--- config.mk ---
export PLATFORM = sky130hd
export DESIGN_NAME = chacha_keystream_xor_flat
export DESIGN_NICKNAME = d
export VERILOG_FILES = /design/src/rtl/chacha_pkg.sv /design/src/rtl/chacha_keystream_xor_if.sv /design/src/rtl/chacha_ff_add.sv /design/src/rtl/chacha_keystream_xor.sv /design/src/flat_wrapper.sv
export SDC_FILE = /design/constraint.sdc
export NUM_CORES = 2
export LEC_CHECK = 0
export CAP_MARGIN = 15
export CORE_AREA = 4 4 425 427
export DETAILED_ROUTE_END_ITERATION = 8
export DIE_AREA = 0 0 429 431
export SYNTH_ARGS = -nofsm -noshare
export SYNTH_HDL_FRONTEND = slang
export SYNTH_SLANG_ARGS = --single-unit
--- constraint.sdc ---
create_clock -name clk -period 3.8 [get_ports clk]
set_clock_uncertainty 0.2 [all_clocks]
set_input_delay 0.38 -clock clk [delete_from_list [all_inputs] [get_ports clk]]
set_output_delay 0.38 -clock clk [all_outputs]
set_load 0.01 [all_outputs]
--- src/rtl/chacha_pkg.sv ---
// Shared types for the ChaCha20 keystream/XOR stage: word and matrix types,
// serial word-order helper and the stream FSM encoding.
package chacha_pkg;

    localparam int unsigned WORD_W          = 32;
    localparam int unsigned WORDS_PER_BLOCK = 16;
    localparam int unsigned IDX_W           = $clog2(WORDS_PER_BLOCK);

    typedef logic [WORD_W-1:0]  word_t;
    typedef word_t [3:0][3:0]   chacha_matrix_t;
    typedef logic [IDX_W-1:0]   word_idx_t;

    typedef struct packed {
        logic [1:0] row;
        logic [1:0] col;
    } mat_pos_t;

    typedef enum logic {
        IDLE   = 1'b0,
        STREAM = 1'b1
    } ks_state_e;

    // Serial word k lives at matrix[3-k/4][3-k%4]; 3-x on two bits is ~x.
    function automatic mat_pos_t mat_idx(input word_idx_t k);
        mat_pos_t p;
        p.row = ~k[3:2];
        p.col = ~k[1:0];
        return p;
    endfunction

endpackage

--- src/rtl/chacha_keystream_xor_if.sv ---
// Plaintext-in / ciphertext-out valid-ready stream of the keystream XOR stage.
interface chacha_keystream_xor_if;
    import chacha_pkg::*;

    word_t pt_data;
    logic  pt_valid;
    logic  pt_last;
    logic  pt_ready;
    word_t ct_data;
    logic  ct_valid;
    logic  ct_last;
    logic  ct_ready;

    // Traffic side: sources plaintext, sinks ciphertext.
    modport master (
        output pt_data, pt_valid, pt_last, ct_ready,
        input  pt_ready, ct_data, ct_valid, ct_last
    );

    // Cipher side: sinks plaintext, sources ciphertext.
    modport slave (
        input  pt_data, pt_valid, pt_last, ct_ready,
        output pt_ready, ct_data, ct_valid, ct_last
    );

endinterface

--- src/rtl/chacha_ff_add.sv ---
// ChaCha20 feed-forward: 16 independent 32-bit adds of initial state and round result.
module chacha_ff_add
    import chacha_pkg::*;
(
    input  chacha_matrix_t init_i,
    input  chacha_matrix_t round_i,
    output chacha_matrix_t ks_o
);

    // Word-wise modular add; carries never cross lanes.
    always_comb begin
        ks_o = '0;
        for (int r = 0; r < 4; r++) begin
            for (int c = 0; c < 4; c++) begin
                ks_o[r][c] = init_i[r][c] + round_i[r][c];
            end
        end
    end

endmodule

--- src/rtl/chacha_keystream_xor.sv ---
// ChaCha20 keystream XOR stage: captures a finished block plus its initial
// state, forms the keystream by feed-forward and XORs it word by word onto
// the plaintext stream.
// Optional build macro CHACHA_LE_BYTESWAP_EN: byte-reverse each keystream
// word before the XOR (little-endian serialization); default uses the word as-is.
module chacha_keystream_xor
    import chacha_pkg::*;
#(
    parameter bit ZEROIZE = 1'b1
) (
    input  logic                   clk,
    input  logic                   rst,
    input  chacha_matrix_t         chachamatrixIN,
    input  chacha_matrix_t         chachamatrixOUT,
    input  logic                   blockready,
    output logic                   blk_ack,
    output logic                   block_done,
    chacha_keystream_xor_if.slave  s
);

    chacha_matrix_t ks_sum;
    chacha_matrix_t ks_q;
    ks_state_e      state_q;
    word_idx_t      word_idx_q;
    logic           blk_ack_q;
    logic           block_done_q;
    word_t          ct_data_q;
    logic           ct_valid_q;
    logic           ct_last_q;

    mat_pos_t       pos;
    word_t          ks_word;
    word_t          ks_view;
    logic           pt_ready_c;
    logic           pt_accept;
    logic           last_word;

    chacha_ff_add u_ff_add (
        .init_i  (chachamatrixIN),
        .round_i (chachamatrixOUT),
        .ks_o    (ks_sum)
    );

    // Select the current keystream word and decide acceptance of plaintext.
    always_comb begin
        pos     = mat_idx(word_idx_q);
        ks_word = ks_q[pos.row][pos.col];
`ifdef CHACHA_LE_BYTESWAP_EN
        ks_view = {ks_word[7:0], ks_word[15:8], ks_word[23:16], ks_word[31:24]};
`else
        ks_view = ks_word;
`endif
        pt_ready_c = (state_q == STREAM) && (!ct_valid_q || s.ct_ready);
        pt_accept  = pt_ready_c && s.pt_valid;
        last_word  = (word_idx_q == word_idx_t'(WORDS_PER_BLOCK - 1)) || s.pt_last;
    end

    // Block capture / stream FSM with registered handshake and ciphertext outputs.
    always_ff @(posedge clk) begin
        if (rst) begin
            state_q      <= IDLE;
            word_idx_q   <= '0;
            ks_q         <= '0;
            blk_ack_q    <= 1'b0;
            block_done_q <= 1'b0;
            ct_data_q    <= '0;
            ct_valid_q   <= 1'b0;
            ct_last_q    <= 1'b0;
        end else begin
            blk_ack_q    <= 1'b0;
            block_done_q <= 1'b0;
            // Output word drains independently of the FSM; a new accept below overrides.
            if (ct_valid_q && s.ct_ready) begin
                ct_valid_q <= 1'b0;
                ct_last_q  <= 1'b0;
            end
            case (state_q)
                IDLE: begin
                    if (blockready) begin
                        ks_q      <= ks_sum;
                        blk_ack_q <= 1'b1;
                        state_q   <= STREAM;
                    end
                end
                STREAM: begin
                    if (pt_accept) begin
                        ct_data_q  <= s.pt_data ^ ks_view;
                        ct_valid_q <= 1'b1;
                        ct_last_q  <= s.pt_last;
                        if (last_word) begin
                            block_done_q <= 1'b1;
                            word_idx_q   <= '0;
                            state_q      <= IDLE;
                            if (ZEROIZE) begin
                                ks_q <= '0;
                            end
                        end else begin
                            word_idx_q <= word_idx_q + word_idx_t'(1);
                        end
                    end
                end
                default: state_q <= IDLE;
            endcase
        end
    end

    assign blk_ack    = blk_ack_q;
    assign block_done = block_done_q;
    assign s.pt_ready = pt_ready_c;
    assign s.ct_data  = ct_data_q;
    assign s.ct_valid = ct_valid_q;
    assign s.ct_last  = ct_last_q;

endmodule
--- src/flat_wrapper.sv ---
// flat-port wrapper written by rule: the top's interface ports become plain ports
module chacha_keystream_xor_flat import chacha_pkg::*;
#(
    parameter bit ZEROIZE = 1'b1
)
  (clk, rst, chachamatrixIN, chachamatrixOUT, blockready, blk_ack, block_done, s_pt_data, s_pt_valid, s_pt_last, s_ct_ready, s_pt_ready, s_ct_data, s_ct_valid, s_ct_last);
  chacha_keystream_xor_if s_i ();
  input  logic clk;
  input  logic rst;
  input  chacha_matrix_t chachamatrixIN;
  input  chacha_matrix_t chachamatrixOUT;
  input  logic blockready;
  output logic blk_ack;
  output logic block_done;
  input wire logic [$bits(s_i.pt_data)-1:0] s_pt_data;
  input wire logic [$bits(s_i.pt_valid)-1:0] s_pt_valid;
  input wire logic [$bits(s_i.pt_last)-1:0] s_pt_last;
  input wire logic [$bits(s_i.ct_ready)-1:0] s_ct_ready;
  output wire logic [$bits(s_i.pt_ready)-1:0] s_pt_ready;
  output wire logic [$bits(s_i.ct_data)-1:0] s_ct_data;
  output wire logic [$bits(s_i.ct_valid)-1:0] s_ct_valid;
  output wire logic [$bits(s_i.ct_last)-1:0] s_ct_last;
  assign s_i.pt_data = s_pt_data;
  assign s_i.pt_valid = s_pt_valid;
  assign s_i.pt_last = s_pt_last;
  assign s_i.ct_ready = s_ct_ready;
  assign s_pt_ready = s_i.pt_ready;
  assign s_ct_data = s_i.ct_data;
  assign s_ct_valid = s_i.ct_valid;
  assign s_ct_last = s_i.ct_last;
  chacha_keystream_xor #(.ZEROIZE(ZEROIZE)) u_core (.clk(clk), .rst(rst), .chachamatrixIN(chachamatrixIN), .chachamatrixOUT(chachamatrixOUT), .blockready(blockready), .blk_ack(blk_ack), .block_done(block_done), .s(s_i));
endmodule
Word level (Yosys, flattened, before mapping)
Cells that the tools add are included.

Register bits: 553. Input bits: 1062. Output and inout bits: 37. Logic and storage cells: 81.

Add/subtract/negate cells: 17. Magnitude comparators: 2. Equal/unequal tests: 4. Muxes and demuxes: 20. Bitwise logic cells: 5. Reduce and logical (&&, ||, !) cells: 10.

Operators with widths (count): $mux 512 (3); $pmux 512 s2 (1); $add 32x32->32 (16); $bmux 128 s2 (1); $mux 128 (1); $bmux 32 s2 (1); $mux 32 (1); $xor 32x32->32 (1); $mux 1 (10); $lt 2x3->1 const B (2); $ne 2x2->1 const B (3); $add 4x1->4 const B (1); $eq 4x4->1 const B (1); $mux 4 (1); $not 2->2 (2); $logic_and 1x1->1 (3); $reduce_and 3->1 (1); $reduce_or 3->1 (1); $logic_or 1x1->1 (2); $not 1->1 (2); $pmux 1 s2 (1); $reduce_and 2->1 (1); $reduce_or 2->1 (1); $logic_not 1->1 (1).

Depth between registers and ports, before layout
Depth after elaboration: 6. Depth in mapped cells: 13. Depth with buffers taken out: 13.

Modules after synthesis
From an unflattened synthesis, not the netlist that was laid out.

Cells, all modules: 4855. Area total of the unflattened synthesis: 44901.8 um2.

Modules (own cells, without submodules): chacha_ff_add (instances 1, cells each 3269, area each 23874.1 um2, seq. area each 0.0 um2); chacha_keystream_xor (instances 1, cells each 1586, area each 21027.7 um2, seq. area each 11070.6 um2).

Least setup slack after synthesis
Ideal clock, no wire load.

Kind: input-to-reg. From: input port chachamatrixIN[224] in the netlist's numbering. To: register u_core.ks_q[254] in the netlist's numbering. Setup time: 0.062 ns. Arrival time: 2.922 ns. Required time: 3.538 ns. Setup slack: 0.616 ns. Cell stages on the path: 13. Path buffers: 0. Path through: ha_1 -> inv_1 -> fa_1 -> nor2b_1 -> o21ai_0 -> a21oi_1 -> a41oi_1 -> a211oi_1 -> a311oi_1 -> o21bai_1 -> a311oi_1 -> or4_1 -> nand3_1.

Word-level cells in the longest chain between the ends: 3.

RTL lines: from (decl) (RTL line flat_wrapper.sv:10) `input chacha_matrix_t chachamatrixIN;`; $add 32x32->32 (RTL line chacha_ff_add.sv:15) `ks_o[r][c] = init_i[r][c] + round_i[r][c];`; $mux 512 (RTL line chacha_keystream_xor.sv:79) `if (blockready) begin`; $pmux 512 s2 (RTL line chacha_keystream_xor.sv:77) `case (state_q)`; to (signal assigned) (RTL line chacha_keystream_xor.sv:80) `ks_q <= ks_sum;`; to (decl) (RTL line chacha_keystream_xor.sv:22) `chacha_matrix_t ks_q;`.

No other way between the ends. The select of a mux whose other input is x is not followed. A chain may end at the register's enable or synchronous reset.

Final worst setup path
From: input port chachamatrixOUT[32] in the netlist's numbering. To: register u_core.ks_q[62] in the netlist's numbering.

Word-level cells in the longest chain between the ends: 3.

RTL lines: from (decl) (RTL line flat_wrapper.sv:11) `input chacha_matrix_t chachamatrixOUT;`; $add 32x32->32 (RTL line chacha_ff_add.sv:15); $mux 512 (RTL line chacha_keystream_xor.sv:79); $pmux 512 s2 (RTL line chacha_keystream_xor.sv:77).

No other way between the ends. The select of a mux whose other input is x is not followed.

==> run_results.csv <==
group,metric,value,unit
yosys,synth_area_leaders,"dfxtp_1 24%, ha_1 14%, mux4_2 6.3%",
pwr,power_per_cell_area,348,nW/um^2
setup_path,timing.critical_path.slowest_stage_cell,"o21ai_0",
pwr,p_leak,26.7,nW
global_route,grtUsageTotal,0.251,
sta,max_transition_viols_final,0,
setup_path,cp_max_fo,3,
yosys,yosysTopAreaCellShare,0.241,
placement,place.port_buffers,1098,
sta,max_freq,265,MHz
sta,period_needed,3.77,ns
global_route,grt_overflow,0,
routing,post-route-drc-count,0,
sta,tightest_slew,0.943,ns
routing,drt_pass1_iterations,5,
setup_path,critical_path_cell_list,"clkdlybuf4s50_1 -> ha_1 -> inv_1 -> fa_1 -> nor2b_1 -> o21ai_0 -> a21boi_0 -> buf_4 -> o21ai_0 -> a21oi_1 -> a221o_1 -> a2111o_1 -> a221oi_1 -> xor2_1 -> o21ai_0",
floorplanning,row_count,154,
routing,drt_iter0_markers,3930,
cts,cts_tree,"built",
yosys,async_flop_share,0,
placement,gpl.final_weighted_congestion,0.993,
floorplanning,die_extent_in_x,429,um
cts,clock_sinks,553,
global_route,grt_start_max_net_pins,146,
status,outcome,"finished, final reports clean",
job,max_cap_viol_count,0,
yosys,yosys.cell_count.top_type,"dfxtp_1",
yosys,synth_enable_flop_cells,0,
cts,root_buffer,"clkbuf_16",
yosys,yosys.cell_types.count,82,
cts,worstSkewPairLatency,0.68,ns
floorplanning,die-area,185000,sq um
routing,via_per_inst,5.20,
setup_path,critical-path-top-cell-by-count,"o21ai_0",
final_layout,share_of_post_route_cells_with_drive_strength_above_1,0.0992,
cts,cts-buffers-inserted,71,
cts,clkTransAtPathRegs,0.06,ns
final_layout,final_cell_count_no_fill,9305,
cts,cts.repair_timing.setup_buffer_count,0,
yosys,synthesized_instance_count,5560,
setup_path,worst_path_max_stage_delay,0.60,ns
setup_path,critPathArrivalTime,4.07,ns
yosys,synth.top_cells.by_count,"553 x dfxtp_1, 530 x nand2_1, 511 x o21ai_0",
setup_path,startpoint_type,"input pin",
setup_path,cp-end-kind,"flip-flop",
yosys,netlist_area,45900,sq um
routing,detailroute.via_count,48367,
sta,setup_repair_after_global_routing_missed_its_margin,"no",
global_route,via_count_of_the_first_global_routing_pass,48032,
setup_path,critPathKind,"input pin to flip-flop",
yosys,syn-num-nets,7135,
sta,setup_viol_count_final,0,
worst_hold_path,hp-class,"input pin to flip-flop",
placement,dpl.cell_count,9139,
sta,timing.final.crit_share,0.992,
final_layout,area.growth.synth_to_final,40.7,%
setup_path,cp.required,4.10,ns
pwr,power.ir.vdd_worst,0.263,mV
routing,antenna_violating_nets_post_route,0,
placement,half_perimeter_wire_length_after_placement,205000,um
global_route,antenna_found_initial,56,
cts,cts.repair.resized,0,
pwr,fin_total_pwr,22.4,mW
global_route,grt_pass1_wl,342000,um
routing,wirelength,244000,um
yosys,seq_area_frac_synth,0.241,
sta,timing_hold_violations_final,0,
floorplanning,core_region_area,176000,sq um
floorplanning,boundaryPins,1099,
floorplanning,starting_utilization_of_the_core_area,0.260,
final_layout,finalNetCount,8448,
cts,clock_path_buffers,3,
yosys,postSynthRegisterBits,553,
yosys,dominantRegCellSynth,"dfxtp_1",
sta,finalWorstSetupSlack,0.0310,ns
floorplanning,fp.dieH,431,um
yosys,synth_top_area_cell,"dfxtp_1",
routing,avgRoutedWirePerCell,26.2,um
yosys,yosysWarnings,0,
sta,timing.max_slew.rel_slack,0.371,
placement,pre_cts_slack,-0.575,ns
yosys,synth.avg_cell_area,8.25,sq um
cts,cts_max_level,3,
[per-stage QoR]
stage               hold slack (ns)   util  cell area [sq um]  setup TNS (ns)
finish                        0.186  0.366              64500               0
global route                  0.158  0.366              64500               0
CTS                           0.110  0.366              64400               0
detailed placement            0.239  0.352              62000          -14.84
global placement              0.229  0.352              62000          -13.30
floorplan                     0.220      -              45900               0
[placed cells by master (no fill, tap or decap), types with 73 or more instances in the layout]
cell type           n
o21ai_0           511
nor2b_1            93
xnor2_1           266
xor2_1            190
nor2_1            389
a22oi_1           140
mux4_2            128
o21bai_1           76
clkbuf_16          73
ha_1              497
buf_4             363
a21oi_1           486
inv_1             180
nand3_1           109
clkdlybuf4s50_1  1097
dfxtp_1           549
a211oi_1          106
nand2_1           530
a21o_1            291
[flip-flops by register name, indices dropped and copies added (netlist names)]
name,count
u_core.s.ct_valid,1
u_core.blk_ack,1
u_core.s.ct_last,1
u_core.s.ct_data,32
u_core.ks_q,512
u_core.block_done,1
u_core.word_idx_q,4
u_core.state_q,1
[critical path, delay by kind of cell]
family | cells | cell delay (ns)
AO/OA/AOI/OAI | 8 | 2.28
XOR/XNOR | 1 | 0.18
adder cells (fa/ha/maj) | 2 | 0.43
buffers and inverters | 3 | 0.76
AND/OR/NAND/NOR | 1 | 0.05
[cell families after synthesis]
group | Yosys count | share of synthesized area
flip-flops | 553 | 0.241
buffers and inverters | 419 | 0.0345
multiplexers | 169 | 0.0718
XOR/XNOR | 456 | 0.0871
adder cells (fa/ha/maj) | 513 | 0.143
AO/OA/AOI/OAI | 1985 | 0.276
AND/OR/NAND/NOR | 1465 | 0.147
[path summary, 6_finish.rpt]
| path | slack (ns) | startpoint | to | cells past startpoint |
|---|---|---|---|---|
| hold reg to reg | 0.25 | u_core.ks_q[272] | u_core.ks_q[272] | 2 |
| hold / removal | 0.19 | s_pt_data[31] | u_core.s.ct_data[31] | 3 |
| setup / recovery | 0.03 | chachamatrixOUT[32] | u_core.ks_q[62] | 15 |
| setup reg to reg | 0.64 | u_core.word_idx_q[0] | u_core.ks_q[203] | 8 |
[area by class of cell]
class | count | area, sq um
Antenna cell | 38 | 95.1
Multi-Input combinational cell | 4588 | 33200
Tap cell | 2340 | 2930
Timing Repair Buffer | 1478 | 14000
Fill cell | 18185 | 112000
Clock inverter | 33 | 410
Inverter | 181 | 682
Sequential cell | 553 | 11100
Clock buffer | 94 | 2030
[layer usage]
metal	vias up	share of wire	global-route usage
met5	-	0.00030	0
met4	12	0.047	0.105
met3	352	0.046	0.0364
met2	1635	0.49	0.444
met1	23189	0.41	0.304
li1	23179	-	-
[where the power goes]
group | total (mW) | internal [mW] | leakage [nW] | switching, mW
Sequential | 6.77 | 6.37 | 4.54 | 0.397
Combinational | 8.49 | 3.96 | 21.0 | 4.53
Clock | 7.18 | 4.15 | 1.16 | 3.03
Total | 22.4 | 14.5 | 26.7 | 7.96
[what timing repair did]
item | CTS | global route
hold buffers | 1 | 0
endpoints found under the hold margin | 1 | 0
endpoints found under the setup margin | 0 | 1
Power figures use the tool's default switching activity.
